### src/rtl/pal_macrocell_array.sv
// Programmable AND/OR array with per-output macrocells and a length-checked shadow config chain.
// Optional feedback of macrocell flop outputs into the AND plane is enabled by defining PAL_FEEDBACK_EN.
module pal_macrocell_array #(
  parameter int N = 8,
  parameter int M = 4,
  parameter int P = 14
) (
  input  logic         CLK,
  input  logic         RES_N,
  input  logic         CFG_EN,
  input  logic         CFG_IN,
  input  logic         CFG_COMMIT,
  input  logic [N-1:0] INPUT_VARS,
  output logic [M-1:0] OUTPUT_VALS,
  output logic         CFG_OUT,
  output logic         CFG_VALID,
  output logic         CFG_ERR
);

`ifdef PAL_FEEDBACK_EN
  localparam int L = N + M;
`else
  localparam int L = N;
`endif
  localparam int B  = 2 * L * P;
  localparam int D  = B + M * P;
  localparam int C  = D + 2 * M;
  localparam int CW = $clog2(C + 2);

  localparam logic [CW-1:0] CNT_FULL = CW'(C);
  localparam logic [CW-1:0] CNT_SAT  = CW'(C + 1);

  logic [C-1:0]           sr;
  logic [C-1:0]           act;
  logic [CW-1:0]          cnt;
  logic [M-1:0]           q;
  logic [M-1:0]           s;
  logic [L-1:0]           lit;
  logic [P-1:0][L-1:0]    en_t;
  logic [P-1:0][L-1:0]    en_c;
  logic [P-1:0]           prod;
  logic [M-1:0][P-1:0]    conn;
  logic [M-1:0]           mc_reg;
  logic [M-1:0]           mc_inv;

  // Shadow chain, length counter and commit; commit only when not shifting
  always_ff @(posedge CLK or negedge RES_N) begin
    if (!RES_N) begin
      sr        <= '0;
      act       <= '0;
      cnt       <= '0;
      CFG_OUT   <= 1'b0;
      CFG_VALID <= 1'b0;
      CFG_ERR   <= 1'b0;
    end else if (CFG_EN) begin
      sr      <= {CFG_IN, sr[C-1:1]};
      CFG_OUT <= sr[0];
      if (cnt != CNT_SAT) cnt <= cnt + CW'(1);
    end else if (CFG_COMMIT) begin
      cnt <= '0;
      if (cnt == CNT_FULL) begin
        act       <= sr;
        CFG_VALID <= 1'b1;
        CFG_ERR   <= 1'b0;
      end else begin
        CFG_ERR <= 1'b1;
      end
    end
  end

  always_ff @(posedge CLK or negedge RES_N) begin
    if (!RES_N) q <= '0;
    else        q <= s;
  end

`ifdef PAL_FEEDBACK_EN
  // Feedback always taps the flop, never the combinational path, so no loops form
  assign lit = {q, INPUT_VARS};
`else
  assign lit = INPUT_VARS;
`endif

  always_comb begin
    en_t = '0;
    en_c = '0;
    for (int unsigned p = 0; p < P; p++) begin
      for (int unsigned i = 0; i < L; i++) begin
        en_t[p][i] = act[2*L*p + 2*i];
        en_c[p][i] = act[2*L*p + 2*i + 1];
      end
    end
  end

  // A row with no enabled literal is forced to 0 instead of the empty-AND 1
  always_comb begin
    prod = '0;
    for (int unsigned p = 0; p < P; p++) begin
      prod[p] = (|en_t[p] | |en_c[p]) & (&(lit | ~en_t[p])) & (&(~lit | ~en_c[p]));
    end
  end

  assign conn = act[B +: M*P];

  always_comb begin
    mc_reg = '0;
    mc_inv = '0;
    for (int unsigned m = 0; m < M; m++) begin
      mc_reg[m] = act[D + 2*m];
      mc_inv[m] = act[D + 2*m + 1];
    end
  end

  always_comb begin
    s = '0;
    for (int unsigned m = 0; m < M; m++) begin
      s[m] = (|(prod & conn[m])) ^ mc_inv[m];
    end
  end

  assign OUTPUT_VALS = (mc_reg & q) | (~mc_reg & s);

endmodule

### config.mk
export PLATFORM = sky130hd
export DESIGN_NAME = pal_macrocell_array
export DESIGN_NICKNAME = d
export VERILOG_FILES = /design/src/rtl/pal_macrocell_array.sv
export SDC_FILE = /design/constraint.sdc
export NUM_CORES = 1
export LEC_CHECK = 0
export CAP_MARGIN = 15
export CORE_ASPECT_RATIO = 2
export CORE_MARGIN = 3
export CORE_UTILIZATION = 55
export CTS_CLUSTER_SIZE = 28
export DETAILED_ROUTE_END_ITERATION = 7
export PLACE_DENSITY = 0.74
export SETUP_SLACK_MARGIN = 0.3
export SLEW_MARGIN = 0
export SYNTH_ARGS = -nofsm -noshare
export SYNTH_HDL_FRONTEND = slang
export SYNTH_SLANG_ARGS = --single-unit
### constraint.sdc
create_clock -name CLK -period 2.6 [get_ports CLK]
set_clock_uncertainty 0.1 [all_clocks]
set_input_delay 0.39 -clock CLK [delete_from_list [all_inputs] [get_ports CLK]]
set_output_delay 0.39 -clock CLK [all_outputs]
set_load 0.1 [all_outputs]
; ---- Yosys cells after proc, flatten, opt, wreduce, memory -nomap -nowiden
; Cells that the tools add are included.
[op_classes]
add_sub_neg = 1
n_eq_ne = 3
muxes = 4
n_bitwise = 112
reduce_logical = 64
[ops]
columns = op, count
row1 = $not A8 Y8, 29
row2 = $or A8 B8 Y8, 28
row3 = $reduce_and A8 Y1, 28
row4 = $reduce_or A8 Y1, 28
row5 = $and A14 B14 Y14, 4
row6 = $reduce_or A14 Y1, 4
row7 = $and A1 B1 Y1, 28
row8 = $mux W9, 3
row9 = $or A1 B1 Y1, 14
row10 = $add A9 B1 Y9 const B, 1
row11 = $eq A9 B9 Y1 const B, 1
row12 = $ne A9 B9 Y1 const B, 1
row13 = $and A4 B4 Y4, 2
row14 = $not A4 Y4, 1
row15 = $or A4 B4 Y4, 1
row16 = $reduce_and A2 Y1, 2
row17 = $xor A1 B1 Y1, 4
row18 = $reduce_and A3 Y1, 1
row19 = $ne A2 B1 Y1 const B, 1
row20 = $reduce_bool A2 Y1, 1
row21 = $mux W1, 1
row22 = $not A1 Y1, 1
[word_totals]
register_bits = 592
inputBits = 13
out_inout_bits = 7
wordCells = 191

; ---- Longest topological paths before layout
; Gate-level depths: netlist (run 1).
[logic_depth]
depth_word = 10
ltp_mapped = 10

; ---- Worst setup path after synthesis (run 1)
; Ideal clock, no wire load.
[synth_path]
path_type = input to output
from = input INPUT_VARS[1]
to = output OUTPUT_VALS[1]
t_arrival_ps = 4340
t_required_ps = 2110
slack_ps = -2230
stages = 8
cell_sequence = clkbuf_1 -> mux2_2 -> a2111oi_0 -> nand4_1 -> nand4_1 -> nor4_1 -> and4_1 -> o31ai_1
[synth_between]
elab_chain_len = 9
[synth_rtl]
columns = element, line
row1 = "start, declared", 13  ; input logic [N-1:0] INPUT_VARS,
row2 = $or A8 B8 Y8 / $not A8 Y8 (equally long branches), 98  ; prod[p] = (|en_t[p] | |en_c[p]) & (&(lit | ~en_t[p])) & (&(~lit | ~en_c[p]));
row3 = $reduce_and A8 Y1 / $or A8 B8 Y8 (equally long branches), 98
row4 = $and A1 B1 Y1 / $reduce_and A8 Y1 (equally long branches), 98
row5 = $and A1 B1 Y1, 98
row6 = $and A14 B14 Y14 *, 116  ; s[m] = (|(prod & conn[m])) ^ mc_inv[m];
row7 = $reduce_or A14 Y1 *, 116
row8 = $xor A1 B1 Y1 *, 116
row9 = $and A4 B4 Y4 *, 120  ; assign OUTPUT_VALS = (mc_reg & q) | (~mc_reg & s);
row10 = $or A4 B4 Y4 *, 120
row11 = "end, declared", 14  ; output logic [M-1:0] OUTPUT_VALS,
; Every way passes the cells marked *; elsewhere a longest branch is shown, timed or not.

; ---- Final worst setup path (run 1)
[layout_path]
from = register act[164]
to = output OUTPUT_VALS[1]
[layout_between]
elab_chain_len = 10
[layout_rtl]
columns = element, line
row1 = "start, declared", 34  ; logic [C-1:0] act;
row2 = "start signal, assigned", 62  ; act <= sr;
row3 = $not A8 Y8, 98
row4 = $or A8 B8 Y8, 98
row5 = $reduce_and A8 Y1, 98
row6 = $and A1 B1 Y1 * (2 in a row), 98
row7 = $and A14 B14 Y14 *, 116
row8 = $reduce_or A14 Y1 *, 116
row9 = $xor A1 B1 Y1 *, 116
row10 = $and A4 B4 Y4 *, 120
row11 = $or A4 B4 Y4 *, 120
; Marked as above.

==> summary.md, run 1 <==
| Metric | Value |
|---|---|
| Status | finished with violations |
| Failing checks | negative setup slack |
| Post-synth EDFFs | 0 |
| Sequential power share | 0.531 |
| Pleak | 15.3 nW |
| Logic pwr share | 0.047 |
| Largest net degree at the start of global routing | 153 |
| Post-Route WL | 58,600 um |
| CP Max Fanout | 3 |
| GR Util met3 | 0.0292 |
| Required @ worst endpoint | 2.11 ns |
| Clk sink count | 592 |
| Clock share of power | 0.422 |
| Ys async rst share | 1.00 |
| Final Max Tran Viols | 0 |
| Met2 Resource Use GR | 0.491 |
| Critical path arrival | 3.35 ns |
| Die area | 0.0469 mm^2 |
| Top cells by count, synth | 592 x dfrtp_1, 583 x mux2_2, 65 x clkbuf_1 |
| Minimum clock period | 3.84 ns |
| Worst Tran Pin Value | 0.910 ns |
| Clock Latency Late Sink | 0.58 ns |
| Slew headroom | 0.393 |
| Post-route ant nets | 0 |
| Synthesized area per cell | 14.8 um^2 |
| Core ar. | 0.0435 mm^2 |
| Sequential cell area | 0.0148 mm^2 |
| Layout area overhead | 21.5% |
| Nets | 1,966 |
| Vias | 15,046 |
| Die Y | 303 um |
| Synth warnings | 0 |
| Starting Density | 0.558 |
| Fillers | 2,984 |
| Hold Path Class | in -> async |
| Final hold vios | 0 |
| GRT overflow | 0 |
| WL/cell | 23.1 um |
| Crit end category | output pin |
| Via density | 5.93 |
| Post-Syn Nets | 1,654 |
| CTS tree | done |
| # DRC | 0 |
| Internal | 14.1 mW |
| Synth cell types | 46 |
| CTS root buffer | clkbuf_16 |
| GP Congestion | 0.934 |
| Global-route met1 utilization | 0.250 |
| I/O pins | 20 |
| # setup viols final | 5 |
| Cell Rows | 108 |
| Clock Tree Buf Depth | 3 |
| Total track usage | 0.253 |
| Place WS | -1.34 ns |
| Setup TNS | -4.78 ns |
| Sequential share of the synthesized area | 0.610 |
| Max Cap Viol | 0 |
| Ant. Diodes | 0 |
| Reg clk slew, reported paths | 0.07 ns |
| P_sw | 3.95 mW |
| Number of I/O port buffers | 19 |
| RSZ-0062 raised after global routing | yes |
| Area contributors post-synth | dfrtp_1 61%, mux2_2 27%, mux2i_1 1.6% |
| First-pass DRT Iterations | 5 |
| Critical path class | reg -> out |
| GRT Max-Usage Layer | met2 |
| Fmax | 261 MHz |
| H-tree depth | 2 |
| Area of the mapped netlist | 0.0243 mm^2 |
| #FFs+latches synth | 592 |
| Final WS setup | -1.24 ns |
| Footprint of the multi-input gates | 0.00933 mm^2 |
| Die W | 155 um |
| CTS buffer count | 50 |
| First-pass GRT wire length | 92,400 um |
| Initial antenna violation count | 0 |
| Final HPWL DP | 42,500 um |
| Net Sw Frac | 0.218 |
| Critical Path Start Type | flip-flop |
| Share of layout cells above drive strength 1 | 0.514 |
| Cell count after synthesis | 1,638 |
| Main flop type after synthesis | dfrtp_1 |
| Yosys top cell by area | dfrtp_1 |
| DR iter-0 viols | 770 |
| Vias in the first global route | 16,776 |
| Top-area cell type share of the netlist area | 0.610 |
| Peak supply drop | 0.468 mV |
| Count leader, synth | dfrtp_1 |
| Power Density | 613 mW/mm^2 |
| Part of the cycle the worst path needs | 1.48 |
[cell families (layout without fill, tap and decap cells)]
logic type	count (synthesis)	in the layout	share of synthesized area
mux	622	622	0.286
flops	592	592	0.610
simple gates	230	230	0.0564
buf+inv	99	448	0.0160
compound gates	85	85	0.0273
xor+xnor	7	7	0.00252
fa+ha+maj	3	3	0.00155
[timing repair]
| item | in CTS | in global routing |
|---|---|---|
| buffers inserted | 0 | 3 |
| pin swaps | 7 | 5 |
| cloned | 0 | 0 |
| endpoints found under the setup margin | 8 | 130 |
| hold endpoints to repair | 139 | 0 |
| hold buffers | 1 | 0 |
| resized for setup | 16 | 17 |
[path summary, 6_finish.rpt]
check | start | to | slack [ns] | cells after the start
worst min-delay path | RES_N | cnt[0] | 0.19 | 2
min in group CLK | CFG_EN | cnt[5] | 0.25 | 4
worst min register to register | CFG_ERR | CFG_ERR | 0.39 | 1
worst max-delay path | act[164] | OUTPUT_VALS[1] | -1.24 | 9
max in group asynchronous | RES_N | sr[193] | 1.34 | 4
worst max register to register | act[164] | q[1] | -0.02 | 9
[routing by layer]
metal | vias up | part of all wire
li1 | 6693 | -
met1 | 7840 | 0.33
met2 | 319 | 0.57
met3 | 194 | 0.030
met4 | 0 | 0.073
met5 | - | 0
[layout by cell type (no fill, tap or decap), types with 3 or more instances in the layout]
master,instances
o21ai_0,10
and3_1,12
inv_1,17
a22oi_1,17
clkinv_2,5
a21oi_1,5
nand4_1,51
a221oi_1,14
a22o_1,19
nand3_1,15
or4_4,4
nand2b_1,13
nor2_1,3
and2_1,3
xnor2_1,5
a2111oi_2,3
nor4_4,4
bufinv_16,3
nor4_1,50
ha_1,3
clkbuf_16,53
buf_4,298
nand2_1,33
mux2_4,3
buf_6,3
dfrtp_1,592
mux2_2,580
o221ai_1,3
and4_1,5
nor3_1,3
clkbuf_1,16
nor4_2,6
clkbuf_8,11
nor2b_1,11
nor4b_2,3
mux2i_1,39
buf_12,27
clkdlybuf4s50_1,7
[power groups by stage]
stage,combinational [mW],clock [mW],sequential [mW]
2_1_floorplan,0.412,0,9.69
3_3_place_gp,0.824,0,9.76
3_5_place_dp,0.850,0,9.78
4_1_cts,0.857,7.81,9.60
5_1_grt,0.921,8.14,9.62
6_report,0.842,7.63,9.61
[registers in the layout, indices dropped and copies added (netlist names)]
signal     count
CFG_OUT        1
cnt            9
CFG_ERR        1
act          288
sr           288
CFG_VALID      1
q              4
[final cells by class]
class	instances	share of cell area
clock buffer	80	0.0521
sequential	592	0.502
multi-input combinational	947	0.316
timing repair buffer	341	0.100
clock inverter	9	0.00420
tap	550	0.0233
inverter	18	0.00229
[per-stage QoR]
stage	instance area (um^2)	cells	utilization	hold WS [ns]	total power, mW
3_3_place_gp	27600	2444	0.635	0.193	10.6
4_1_cts	29400	2534	0.675	0.185	18.3
2_1_floorplan	24400	1638	-	-0.00559	10.1
6_report	29500	2537	0.678	0.195	18.1
5_1_grt	29500	2537	0.678	0.225	18.7
3_5_place_dp	27600	2444	0.635	0.197	10.6
[critical path, stage by stage (launching register included)]
cell and delay [ns]:
dfrtp_1 0.38, or4_4 0.54, or4_4 0.59, nand3_2 0.10
nand4_1 0.17, nor4_4 0.20, a31oi_1 0.11, buf_4 0.15
o31ai_4 0.30, buf_12 0.22
Power figures use the tool's default switching activity.
==> run 2: changes to the inputs <==
--- a/config.mk
+++ b/config.mk
@@ -8,10 +8,10 @@
 export CAP_MARGIN = 15
 export CORE_ASPECT_RATIO = 2
 export CORE_MARGIN = 3
-export CORE_UTILIZATION = 55
+export CORE_UTILIZATION = 57
 export CTS_CLUSTER_SIZE = 28
 export DETAILED_ROUTE_END_ITERATION = 7
-export PLACE_DENSITY = 0.74
+export PLACE_DENSITY = 0.76
 export SETUP_SLACK_MARGIN = 0.3
 export SLEW_MARGIN = 0
 export SYNTH_ARGS = -nofsm -noshare
==> run 2 against run 1 <==
  * The flow still finishes with violations (negative setup slack)
  * Count of clock-buffer cells in the layout fell by 15
  * Register-to-register slack got worse by 0.05 ns
  * First-iteration DRC count grew 1.9%
  * Cell count fell by 1.6%
  * Routed wire length about the same
  * Total power rose by 3.2%
  * Critical path type unchanged
  * Largest cell class unchanged
==> summary.md, run 2 (synthesized netlist as in run 1, its figures left out) <==
| Metric | Value |
|---|---|
| Delay-heaviest family, CP | simple AND/OR/NAND/NOR gates |
| Via density | 5.98 (+0.77%) |
| Worst Tran Pin Value | 0.651 ns (-0.259 ns) |
| Initial antenna violation count | 0 (unchanged) |
| WL/cell | 23.5 um (+1.6%) |
| Final Instance Area | 0.0294 mm^2 (-0.25%) |
| Die area | 0.0453 mm^2 (-3.4%) |
| Commonest non-fill, non-tap cell in the layout | dfrtp_1 |
| Ant. Diodes | 0 (unchanged) |
| Largest net degree at the start of global routing | 122 (-20%) |
| Critical path class | reg -> out |
| First-pass DRT Iterations | 5 (unchanged) |
| Share of layout cells above drive strength 1 | 0.510 (-0.00336) |
| Critical Path Max Stage Delay | 0.58 ns (about the same) |
| Crit-path most repeated cell | or4_4 |
| Die Y | 298 um (-1.7%) |
| Reg clk slew, reported paths | 0.07 ns (about the same) |
| Sequential cell area | 0.0148 mm^2 (unchanged) |
| Clock Tree Buf Depth | 3 (unchanged) |
| H-tree depth | 2 (unchanged) |
| Slew headroom | 0.566 (+0.173) |
| Vias | 14,923 (-0.82%) |
| Regs by FF count | act x288, sr x288, cnt x9 |
| Fmax | 255 MHz (-2.0%) |
| GP Congestion | 0.933 (-0.14%) |
| First-pass GRT wire length | 92,200 um (-0.22%) |
| CP Max Fanout | 3 (unchanged) |
| # DRC | 0 (unchanged) |
| Critical path arrival | 3.43 ns (+0.08 ns) |
| CTS tree | done |
| Final Max Tran Viols | 0 (unchanged) |
| Peak supply drop | 0.414 mV (-12%) |
| Fillers | 2,790 (-6.5%) |
| Clk sink count | 592 (unchanged) |
| I/O pins | 20 (unchanged) |
| Post-Route WL | 58,600 um (about the same) |
| Leading cell types in the layout, fill and taps excluded | 592 x dfrtp_1, 580 x mux2_2, 263 x buf_4 |
| DR iter-0 viols | 785 (+1.9%) |
| Final WS setup | -1.32 ns (-0.0781 ns) |
| CTS buffer count | 49 (-2.0%) |
| Number of I/O port buffers | 19 (unchanged) |
| Total power | 18.6 mW (+3.2%) |
| Final hold vios | 0 (unchanged) |
| Clock Latency Late Sink | 0.58 ns (about the same) |
| Max Cap Viol | 0 (unchanged) |
| Die W | 152 um (-1.7%) |
| Starting Density | 0.580 (+0.0213) |
| CP bufs+invs | 2 (unchanged) |
| CTS root buffer | clkbuf_16 |
| GRT overflow | 0 (unchanged) |
| Post-Place Cell Area | 0.0274 mm^2 (-1.0%) |
| Required @ worst endpoint | 2.11 ns (about the same) |
| Critical Path Start Type | flip-flop |
| Part of the cycle the worst path needs | 1.51 (+0.0301) |
| Cell Rows | 106 (-1.9%) |
| Pleak | 15.3 nW (-0.54%) |
| Footprint of the multi-input gates | 0.00933 mm^2 (about the same) |
| Crit-path cells | or4_4 > or4_4 > buf_4 > a32o_2 > nor4_4 > xnor2_2 > mux2_4 > buf_12 |
| # setup viols final | 6 (+1) |
| Post-route ant nets | 0 (unchanged) |
| Core ar. | 0.0419 mm^2 (-3.7%) |
| Minimum clock period | 3.92 ns (+0.0781 ns) |
| Hold Path Class | in -> reg |
| Crit end category | output pin |
| Nets | 1,932 (-1.7%) |
| RSZ-0062 raised after global routing | yes |
| Layout area overhead | 21.2% |
| Failing checks | negative setup slack |
| Status | finished with violations |
| Power Density | 633 mW/mm^2 (+3.4%) |
| Total track usage | 0.257 (+0.00382) |
| Final HPWL DP | 40,600 um (-4.5%) |
| Slowest library cell on the worst path | or4_4 |
| Vias in the first global route | 16,628 (-0.88%) |
==> run 2: path summary, 6_finish.rpt <==
check	start	endpoint	slack (ns)	cells past startpoint
max in group asynchronous	RES_N	sr[284]	1.29	3
min in group asynchronous	RES_N	act[91]	0.18	2
worst max register to register	act[162]	q[1]	-0.07	9
worst min register to register	CFG_VALID	CFG_VALID	0.38	1
worst min-delay path	CFG_EN	sr[94]	0.12	2
worst max-delay path	act[162]	OUTPUT_VALS[3]	-1.32	8
==> run 2: routing by layer <==
layer / part of all wire / vias to the layer above / global-route usage
met3: 0.029 / 183 / 0.0288
met5: 0 / - / 0
met2: 0.56 / 347 / 0.495
met1: 0.34 / 7768 / 0.267
li1: - / 6625 / -
met4: 0.066 / 0 / 0.146
==> run 2: cell type report <==
| cell class | count | share of cell area |
|---|---|---|
| timing repair buffer | 308 | 0.0929 |
| multi-input combinational | 947 | 0.317 |
| tap | 540 | 0.0230 |
| clock buffer | 65 | 0.0479 |
| sequential | 592 | 0.503 |
| inverter | 18 | 0.00230 |
| clock inverter | 27 | 0.0138 |
==> run 2: timing repair <==
action,4_1_cts,5_1_grt
pin swaps,13,16
hold endpoints to repair,356,0
setup endpoints to repair,8,121
resized for setup,14,20
hold buffers,1,0
gates cloned,0,1
buffers inserted,1,3
==> run 2: power by group <==
| group | internal, mW | leakage (nW) | switching (mW) |
|---|---|---|---|
| Combinational | 0.356 | 6.15 | 0.464 |
| Clock | 4.83 | 0.895 | 3.38 |
| Sequential | 9.41 | 8.22 | 0.204 |
==> run 2: stage by stage <==
| stage | setup slack, ns | std cells | TNS [ns] | hold WS [ns] | util |
|---|---|---|---|---|---|
| after detailed placement | -1.49 | 2399 | -8.14 | 0.169 | 0.653 |
| after floorplan | -0.780 | 1638 | -1.45 | -0.00559 | - |
| final | -1.32 | 2497 | -5.06 | 0.124 | 0.702 |
| after global routing | -1.41 | 2497 | -5.65 | 0.126 | 0.702 |
| after CTS | -1.31 | 2493 | -5.16 | 0.105 | 0.699 |
| after global placement | -1.46 | 2399 | -8.09 | 0.172 | 0.653 |
==> edit, RTL diff (config.mk and constraints of run 2) <==
Put a register stage on the output `OUTPUT_VALS`. The value now appears one clock later. The other outputs are not delayed to match.
--- a/src/rtl/pal_macrocell_array.sv
+++ b/src/rtl/pal_macrocell_array.sv
@@ -117,7 +117,9 @@
     end
   end
 
-  assign OUTPUT_VALS = (mc_reg & q) | (~mc_reg & s);
+  always_ff @(posedge CLK) begin
+    OUTPUT_VALS <= (mc_reg & q) | (~mc_reg & s);
+  end
 
 endmodule
 
Check against the original RTL: same outputs for any inputs over 4 cycles, from zero or initial values; that may be too few to reach the edited logic, so the function may still have changed.
==> edit against run 2 <==
Final area decreased by 3.8%; wire length fell by 4.9%; total power down 2.2%; worst hold slack got worse by 18 ps; combinational power up 1%; setup slack gained 1400 ps; register-to-register slack gained 190 ps; global-route usage decreased by 1.2 points; sequential power grew 0.4%; first-iteration DRC count grew 26%; sequential cell count rose by 4; critical path type is now reg2reg; critical path depth rose by 1; area after synthesis increased by 1.3%.
==> edit: results (changes against run 2) <==
FFs w/ async S/R, synth: 99.33% (was 100.0%)
H-Tree Depth: 2 (unchanged)
Worst R2R End: OUTPUT_VALS[3] (was q[1])
Nets: 1777 (was 1932)
top fanout value on the critical path: 4 (was 3)
Adder-Cell Fraction of Synth Area: 0.1526% (was 0.1545%)
Min-Delay Path Depth: 3 (was 2)
via/cell ratio: 6.189 (was 5.976)
status: finished, final reports clean (was finished, violations left)
Max VDD drop: 0.5275 mV (was 0.4140 mV)
CP Class: reg2reg (was reg2out)
Post-DP HPWL: 37.96 mm (was 40.59 mm)
post-synthesis compound-gate area fraction: 3.336% (was 2.730%)
number of global-route vias before repair: 15620 (was 16630)
Pre-antenna DRT Iters: 7 (was 5)
total number of vias: 14510 (was 14920)
synth top area cells: dfrtp_1 60%, mux2_2 27%, mux2i_1 1.9% (was dfrtp_1 61%, mux2_2 27%, mux2i_1 1.6%)
net count after synthesis: 1655 (was 1654)
initial antenna violation count: 1 (was 0)
commonest non-fill, non-tap cell in the layout: dfrtp_1 (unchanged)
Worst R2R Start: act[187] (was act[162])
reg2reg path depth: 9 (unchanged)
largest net degree at the start of global routing: 169 (was 122)
Avg WL per Cell: 23.76 um (was 23.46 um)
Slew @ Worst Pin: 1047 ps (was 651.4 ps)
first-pass GRT wire length: 89.13 mm (was 92.16 mm)
dpl cells: 2227 (was 2399)
Syn Area/Cell: 15.01 um^2 (was 14.83 um^2)
share of layout cells above drive strength 1: 47.58% (was 51.05%)
P_sw: 4.046 mW (was 4.045 mW)
gpl congestion: 0.9133 (was 0.9326)
leakage power: 14.46 nW (was 15.26 nW)
mux share of post-synthesis cell area: 28.50% (was 28.64%)
GRT Util Overall: 24.50% (was 25.73%)
Post-synth top cells: 592 x dfrtp_1, 581 x mux2_2, 58 x nor4_1 (was 592 x dfrtp_1, 583 x mux2_2, 65 x clkbuf_1)
XOR/XNOR share of the synthesized area: 0.1424% (was 0.2524%)
Synth cell types: 59 (was 46)
==> edit: changes by cell type in the layout (fill, tap and decap cells not counted), moves of 5 or more <==
cell / delta
buf_4: -159
nand2_1: +14
inv_1: -8
and3_1: -7
mux2i_1: +7
a21oi_1: -5
and4_1: -5
nor2b_1: -5
==> edit: worst max-delay path, stage by stage, from the launching register on <==
cell	delay [ps]
dfrtp_1	400
nor4_2	330
nand4_1	150
nor4b_2	180
buf_4	170
a32oi_4	240
nand3_2	120
nor4_4	280
xnor2_1	120
mux2_2	270
==> edit: through the flow <==
stage	utilization (%)	setup slack (ps)	cell area [um^2]	hold WS, ps	power (mW)
floorplan	-	325.1	24600	-5.591	10.19
global placement	61.47	-531.8	26170	206.8	10.64
detailed placement	61.47	-540.6	26170	204.1	10.67
CTS	66.26	235.3	28210	90.16	18.40
global route	66.49	15.60	28310	121.4	18.84
finish	66.49	122.9	28310	106.1	18.24
==> edit: layout make-up <==
| class | count | area share, % |
|---|---|---|
| clock inverters | 22 | 1.021 |
| well taps | 545 | 2.409 |
| inverters | 12 | 0.1591 |
| multi-input cells | 950 | 33.41 |
| flip-flops and latches | 596 | 52.63 |
| repair buffers | 152 | 5.481 |
| clock buffers | 67 | 4.893 |
==> edit: worst min path at each step <==
stage / slack [ps] / to
2_1_floorplan: -6 / CFG_ERR
3_3_place_gp: 210 / sr[141]
3_5_place_dp: 200 / sr[141]
4_1_cts: 90 / cnt[0]
5_1_grt: 120 / cnt[0]
6_report: 110 / cnt[0]
==> edit: repair_timing <==
action / in CTS / in global routing
setup endpoints to repair: 7 / 8
setup buffers: 24 / 3
resized for setup: 33 / 14
pin swaps: 30 / 8
endpoints found under the hold margin: 62 / 0
hold buffers: 1 / 0
==> edit: power by group through the flow <==
stage          Clock, mW  Sequential [mW]  Combinational, mW
2_1_floorplan          0             9.76              0.432
3_3_place_gp           0             9.83              0.806
3_5_place_dp           0             9.84              0.829
4_1_cts             7.89             9.66              0.841
5_1_grt             8.25             9.68              0.908
6_report            7.75             9.66              0.828
==> edit: kinds of logic after synthesis <==
group | Yosys count
xor gates and xnor gates | 4
and+or+nand+nor | 226
adders and majority gates | 3
muxes | 628
buffers and inverters | 93
DFF | 596
AOI/OAI and AO/OA | 89
==> edit: metal layers <==
metal | vias to the layer above | track usage [%] | share of wire, %
met1 | 7615 | 28.96 | 37
met5 | - | 0 | 0.023
li1 | 6313 | - | -
met3 | 180 | 2.938 | 3.9
met4 | 2 | 12.19 | 5.8
met2 | 397 | 44.10 | 53
